`config.mk`:
```
export PLATFORM = sky130hd
export DESIGN_NAME = intpol2_d4_sched
export DESIGN_NICKNAME = d
export VERILOG_FILES = /design/src/rtl/intpol2_pkg.sv /design/src/rtl/intpol2_out_slot.sv /design/src/rtl/intpol2_d4_sched.sv
export SDC_FILE = /design/constraint.sdc
export NUM_CORES = 1
export LEC_CHECK = 0
export BUFFER_PORTS_ARGS = -buffer_cell sky130_fd_sc_hd__buf_2
export CAP_MARGIN = 10
export CORE_MARGIN = 8
export CORE_UTILIZATION = 39
export DETAILED_ROUTE_END_ITERATION = 10
export GPL_TIMING_DRIVEN = 0
export SLEW_MARGIN = 15
export SYNTH_ARGS = -nofsm -noshare
export SYNTH_HDL_FRONTEND = slang
export SYNTH_SLANG_ARGS = --single-unit
```
`constraint.sdc`:
```
create_clock -name clk -period 1.9 [get_ports clk]
set_input_delay 0.19 -clock clk [delete_from_list [all_inputs] [get_ports clk]]
set_output_delay 0.19 -clock clk [all_outputs]
set_load 0.05 [all_outputs]
```
`src/rtl/intpol2_pkg.sv`:
```
// Shared definitions for the xi2 interpolation sequencer.
//   state_e      : sequencer FSM states (IDLE, CLR, STEP)
//   SEL_*        : select codes understood by the xi2 datapath
//   sel_for_step : maps step index k (1-based) to its select code
package intpol2_pkg;

    typedef enum logic [1:0] {
        IDLE = 2'd0,
        CLR  = 2'd1,
        STEP = 2'd2
    } state_e;

    localparam logic [1:0] SEL_ZERO  = 2'b00;
    localparam logic [1:0] SEL_LOAD  = 2'b01;
    localparam logic [1:0] SEL_LOAD4 = 2'b10;
    localparam logic [1:0] SEL_ACC   = 2'b11;

    // First step loads x2, second loads x2<<2, later steps accumulate
    // the finite differences that build n^2*x2.
    function automatic logic [1:0] sel_for_step(input int unsigned k);
        if (k == 1) begin
            return SEL_LOAD;
        end else if (k == 2) begin
            return SEL_LOAD4;
        end
        return SEL_ACC;
    endfunction

endpackage

```
`src/rtl/intpol2_out_slot.sv`:
```
// Single-entry valid/ready output register carrying the phase tag of
// the xi2 value currently presented downstream.
// Ports:
//   clk, rst      : clock, synchronous active-high reset
//   flush_i       : drop any held entry (abort)
//   push_i        : load a new entry (datapath stepped this cycle)
//   push_phase_i  : phase index of the entry being loaded
//   pop_ready_i   : downstream ready
//   valid_o       : entry held
//   phase_o       : phase index of held entry
//   last_o        : phase_o == D
//   slot_free_o   : a push this cycle cannot overwrite an unconsumed entry
module intpol2_out_slot #(
    parameter int unsigned D    = 4,
    parameter int unsigned PH_W = $clog2(D + 1)
) (
    input  logic            clk,
    input  logic            rst,
    input  logic            flush_i,
    input  logic            push_i,
    input  logic [PH_W-1:0] push_phase_i,
    input  logic            pop_ready_i,
    output logic            valid_o,
    output logic [PH_W-1:0] phase_o,
    output logic            last_o,
    output logic            slot_free_o
);

    logic            valid_q, valid_d;
    logic [PH_W-1:0] phase_q, phase_d;
    logic            last_q, last_d;

    always_comb begin
        valid_d = valid_q;
        phase_d = phase_q;
        last_d  = last_q;
        if (flush_i) begin
            valid_d = 1'b0;
            phase_d = '0;
            last_d  = 1'b0;
        end else if (push_i) begin
            // Push wins over pop: a consume and a new step in the same
            // cycle simply advance the presented phase.
            valid_d = 1'b1;
            phase_d = push_phase_i;
            last_d  = (push_phase_i == PH_W'(D));
        end else if (valid_q && pop_ready_i) begin
            valid_d = 1'b0;
        end
    end

    always_ff @(posedge clk) begin
        if (rst) begin
            valid_q <= 1'b0;
            phase_q <= '0;
            last_q  <= 1'b0;
        end else begin
            valid_q <= valid_d;
            phase_q <= phase_d;
            last_q  <= last_d;
        end
    end

    assign valid_o     = valid_q;
    assign phase_o     = phase_q;
    assign last_o      = last_q;
    assign slot_free_o = !valid_q || pop_ready_i;

endmodule

```
`src/rtl/intpol2_d4_sched.sv`:
```
// Sequencer for the squared-term interpolation accumulator (xi2).
// Accepts one sample per block, pulses a datapath clear, then issues D
// datapath steps with the select sequence 01, 10, 11, ... while honouring
// output backpressure, and tags each xi2 result with its phase 1..D.
// Handshakes: a transfer happens on a cycle where valid && ready are both
// high; valid never depends on ready, and a presented entry is held
// unchanged until it transfers.
// Ports:
//   clk, rst   : clock, synchronous active-high reset
//   abort      : synchronous abort of the current block
//   in_valid   : upstream sample available
//   in_ready   : idle and able to take a sample
//   x2_load    : capture strobe for the external x2 hold register
//   clear_xi2  : one-cycle datapath clear
//   en_xi2     : datapath step enable
//   sel_xi2    : datapath select code
//   out_valid  : xi2 valid for out_phase
//   out_ready  : downstream accepts xi2
//   out_phase  : phase index 1..D
//   out_last   : out_phase == D
//   busy       : block in progress or result pending
//   stall_cnt  : cycles with out_valid && !out_ready (saturating), only
//                present when INTPOL2_SCHED_STALL_CNT_EN is defined
module intpol2_d4_sched
    import intpol2_pkg::*;
#(
    parameter int unsigned D    = 4,
    parameter int unsigned PH_W = $clog2(D + 1)
) (
    input  logic            clk,
    input  logic            rst,
    input  logic            abort,
    input  logic            in_valid,
    output logic            in_ready,
    output logic            x2_load,
    output logic            clear_xi2,
    output logic            en_xi2,
    output logic [1:0]      sel_xi2,
    output logic            out_valid,
    input  logic            out_ready,
    output logic [PH_W-1:0] out_phase,
    output logic            out_last,
    output logic            busy
`ifdef INTPOL2_SCHED_STALL_CNT_EN
    ,
    output logic [15:0]     stall_cnt
`endif
);

    if (D < 2 || D > 16) begin : g_bad_d
        $error("intpol2_d4_sched: D=%0d outside legal range 2..16", D);
    end

    state_e          state_q, state_d;
    logic [PH_W-1:0] k_q, k_d;
    // Low for the first cycle after reset so in_ready stays 0 there.
    logic            run_ok_q;
    logic            slot_free;
    logic            accept;

    assign accept  = in_valid && in_ready;
    assign x2_load = accept;

    // State register
    always_ff @(posedge clk) begin
        if (rst) begin
            state_q  <= IDLE;
            k_q      <= '0;
            run_ok_q <= 1'b0;
        end else begin
            state_q  <= state_d;
            k_q      <= k_d;
            run_ok_q <= 1'b1;
        end
    end

    // Next-state logic
    always_comb begin
        state_d = state_q;
        k_d     = k_q;
        if (abort) begin
            state_d = IDLE;
            k_d     = '0;
        end else begin
            case (state_q)
                IDLE: begin
                    if (accept) begin
                        state_d = CLR;
                    end
                end
                CLR: begin
                    state_d = STEP;
                    k_d     = PH_W'(1);
                end
                STEP: begin
                    if (slot_free) begin
                        // k stops at D; the counter only restarts via CLR.
                        if (k_q == PH_W'(D)) begin
                            state_d = IDLE;
                        end else begin
                            k_d = k_q + PH_W'(1);
                        end
                    end
                end
                default: state_d = IDLE;
            endcase
        end
    end

    // Output logic
    always_comb begin
        in_ready  = 1'b0;
        clear_xi2 = 1'b0;
        en_xi2    = 1'b0;
        sel_xi2   = SEL_ZERO;
        case (state_q)
            IDLE: in_ready = run_ok_q && !rst && !abort;
            CLR:  clear_xi2 = !rst;
            STEP: begin
                en_xi2  = slot_free && !abort && !rst;
                sel_xi2 = sel_for_step(32'(k_q));
            end
            default: ;
        endcase
        // Abort wipes partial datapath state; reset does not pulse the
        // clear because the datapath resets itself.
        if (abort && !rst) begin
            clear_xi2 = 1'b1;
        end
    end

    intpol2_out_slot #(
        .D    (D),
        .PH_W (PH_W)
    ) u_out_slot (
        .clk          (clk),
        .rst          (rst),
        .flush_i      (abort),
        .push_i       (en_xi2),
        .push_phase_i (k_q),
        .pop_ready_i  (out_ready),
        .valid_o      (out_valid),
        .phase_o      (out_phase),
        .last_o       (out_last),
        .slot_free_o  (slot_free)
    );

    assign busy = (state_q != IDLE) || out_valid;

`ifdef INTPOL2_SCHED_STALL_CNT_EN
    logic [15:0] stall_cnt_q, stall_cnt_d;

    always_comb begin
        stall_cnt_d = stall_cnt_q;
        if (abort) begin
            stall_cnt_d = '0;
        end else if (out_valid && !out_ready && (stall_cnt_q != 16'hFFFF)) begin
            stall_cnt_d = stall_cnt_q + 16'd1;
        end
    end

    always_ff @(posedge clk) begin
        if (rst) begin
            stall_cnt_q <= '0;
        end else begin
            stall_cnt_q <= stall_cnt_d;
        end
    end

    assign stall_cnt = stall_cnt_q;
`endif

endmodule

```
==> results_dict.tcl <==
set metrics [dict create \
    run_status "finished clean" \
    vdd.ir_drop.worst_mv 0.3123 \
    die_span_x_um 53.91 \
    drv.max_cap_violation_count 0 \
    dpl_cell_area_sq_um 659.4 \
    layout_worst_path_cycle_share 0.8624 \
    cts_repair_resize_count 0 \
    post-place-cells 92 \
    synth_area_sq_um 560.5 \
    stdcell_area_sq_um 685.7 \
    power_leakage_nw 0.3314 \
    fillCellCount 136 \
    use_met3 0.05234 \
    worst-setup-path-type "flop to primary output" \
    required_ns 1.71 \
    worst-endpoint-arrival_ns 1.45 \
    dr.pass1.iters 4 \
    ant_diodes 0 \
    ys_top_cells_by_count "dfxtp_1 (11), inv_1 (5), nor2_1 (5)" \
    globalRouteTotalUtil 0.09658 \
    number_of_synthesized_register_bits 11 \
    routabilityCongestion 0.7458 \
    share_of_final_layout_standard_cells_stronger_than_drive_strength_1 0.2963 \
    max_slew.worst_pin.slew_ns 0.5089 \
    grt-ovfl-total 0 \
    p_total_mw 0.4425 \
    clock_latency_ns 0.27 \
    seq_area_frac_synth 0.3929 \
    die_height_um 53.91 \
    clk_pin_slew_ns 0.07 \
    clock_tree.htree_level_count 1 \
    cts_made_buffers 3 \
    global_route.usage.met1 0.1080 \
    tritoncts_num_sinks 11 \
    grt_start_max_net_pins 9 \
    timing.reg2reg.setup_slack_ns 0.59 \
    grt_setup_unrepaired "no" \
    yosys.area.top_type_share 0.3929 \
    start_util 0.4255 \
    syn_nets 70 \
    total_die_area_sq_um 2906 \
    antenna_found_initial 0 \
    synth-main-ff-cell "dfxtp_1" \
    area_growth_syn_to_layout_pct 22.32 \
    finalMaxSlewViolations 0 \
    port_buffers 16 \
    wire_per_inst_um 12.46 \
    drt_drc_violations_left 0 \
    hold_viol 0 \
    yosys_warnings 0 \
    reg2regPathDepth 5 \
    final_util 0.5204 \
    dr.first_iter.drc_count 4 \
    layout.area.seq_sq_um 220.2 \
    path_max_fanout 6 \
    min-delay-path-class "input pin to flop" \
    clk_path_buf_depth 2 \
    antenna_violating_nets_post_route 0 \
    tritoncts "built" \
    r2r_end "k_q[0]$_SDFFE_PP0P_" \
    cp-endpoint "en_xi2" \
    syn-mean-instance-area_sq_um 9.189 \
    setup-tns-final_ns 0 \
    worst_setup_path_startpoint "state_q[1]$_SDFFE_PP0P_" \
    startpoint_type "flop" \
    finalWirelength_mm 1.196 \
    detailedPlacementHpwl_um 896.3 \
    grt_first_pass_wirelength_mm 2.035 \
    worst_slack_ns 0.2615 \
    synthCells 61 \
    r2r-start "k_q[0]$_SDFFE_PP0P_" \
    num-nets-final 91 \
    core_region_area_sq_um 1318 \
    power_per_cell_area_nw_per_um2 645.4 \
    fmaxAchievable_mhz 610.3 \
    dp_worst_setup_slack_ns 0.4131 \
    clock_skew_ns 0.0006075 \
    cp_slowest_cell "dfxtp_1" \
    report.final.setup_viol 0 \
    globalRoute.busiestLayer "met2" \
    ys_top_cells_by_area "dfxtp_1 (39%), ha_1 (8.9%), nor4b_4 (4.2%)" \
    final_cells 96 \
    relSlewSlack 0.6595 \
    area_of_the_multi_input_gates_sq_um 314.1 \
    synth_cell_types 26 \
    end_kind "primary output" \
    hold_path.startpoint "rst" \
    grt_use_met2 0.1448 \
    ys_async_sr_fraction 0 \
    post-route-min-period_ns 1.639 \
    post_cts_hold_buffer_count 0 \
    number_of_flops_mapped_to_enable_cells_by_yosys 0 \
    routed_via_density 5.177 \
    crit_path_max_incr_delay_ns 0.45 \
    post_cts_setup_bufs 0 \
    routed-via-count 497 \
    core.rowCount 13 \
    holdWs_ns 0.1041 \
    synth_most_common_cell "dfxtp_1" \
    crit_chain "and2b_2 -> nand3_2 -> inv_1 -> buf_2" \
    cts.root.buffer_cell "clkbuf_4" \
    io-pin-count 17 \
    synth_area_leader_cell "dfxtp_1" \
    grt_pass1_vias 457 \
]
critical path, delay by kind of cell (launching register included):
| family | cells | cell delay (ns) |
|---|---|---|
| buffers and inverters | 2 | 0.37 |
| AND/OR/NAND/NOR | 2 | 0.36 |
| flip-flops | 1 | 0.45 |
layout make-up:
type / count / share of cell area
Sequential cell: 11 / 0.3212
Tap cell: 15 / 0.02737
Buffer: 1 / 0.01095
Clock buffer: 4 / 0.03832
Inverter: 5 / 0.02737
Multi-Input combinational cell: 44 / 0.4580
Timing Repair Buffer: 16 / 0.1168
power breakdown:
group          total, mW  internal [mW]  switching (mW)
Sequential         0.236          0.233         0.00260
Combinational     0.0453         0.0153          0.0300
Clock              0.162         0.0814          0.0803
cell usage in the layout, fill, tap and decap left out, types with 2 or more instances in the layout:
cell,instances
nand2b_1,2
inv_1,5
o211ai_1,3
nand2_1,2
a21oi_1,4
and2_1,2
nor2b_1,2
nand3_1,2
a311oi_1,2
o21ai_0,4
clkbuf_4,3
nor2_1,5
ha_1,4
dfxtp_1,11
buf_2,16
routing by layer:
metal | part of all wire | up-vias
met1 | 0.46 | 221
met2 | 0.45 | 20
li1 | - | 254
met3 | 0.076 | 2
met5 | 0 | -
met4 | 0.011 | 0
state kept, by name (all words and copies together) (netlist names):
| signal | count |
|---|---|
| run_ok_q | 1 |
| u_out_slot.phase_o | 3 |
| k_q | 3 |
| u_out_slot.valid_o | 1 |
| state_q | 2 |
| u_out_slot.last_o | 1 |
worst min path at each step:
stage | end | cells past startpoint | slack [ns]
after floorplan | run_ok_q$_DFF_P_ | 1 | 0.25
after global placement | run_ok_q$_DFF_P_ | 2 | 0.38
after detailed placement | run_ok_q$_DFF_P_ | 2 | 0.39
after CTS | run_ok_q$_DFF_P_ | 2 | 0.09
after global routing | run_ok_q$_DFF_P_ | 2 | 0.12
final | run_ok_q$_DFF_P_ | 2 | 0.10
kinds of logic (layout without fill, tap and decap cells):
family / count (synthesis) / after routing / synth area share
simple gates: 24 / 24 / 0.2813
flops: 11 / 11 / 0.3929
compound gates: 15 / 15 / 0.1719
mux: 1 / 1 / 0.01786
buf+inv: 6 / 26 / 0.04688
fa+ha+maj: 4 / 4 / 0.08929
Note: power is estimated with default switching activity, not from simulation.
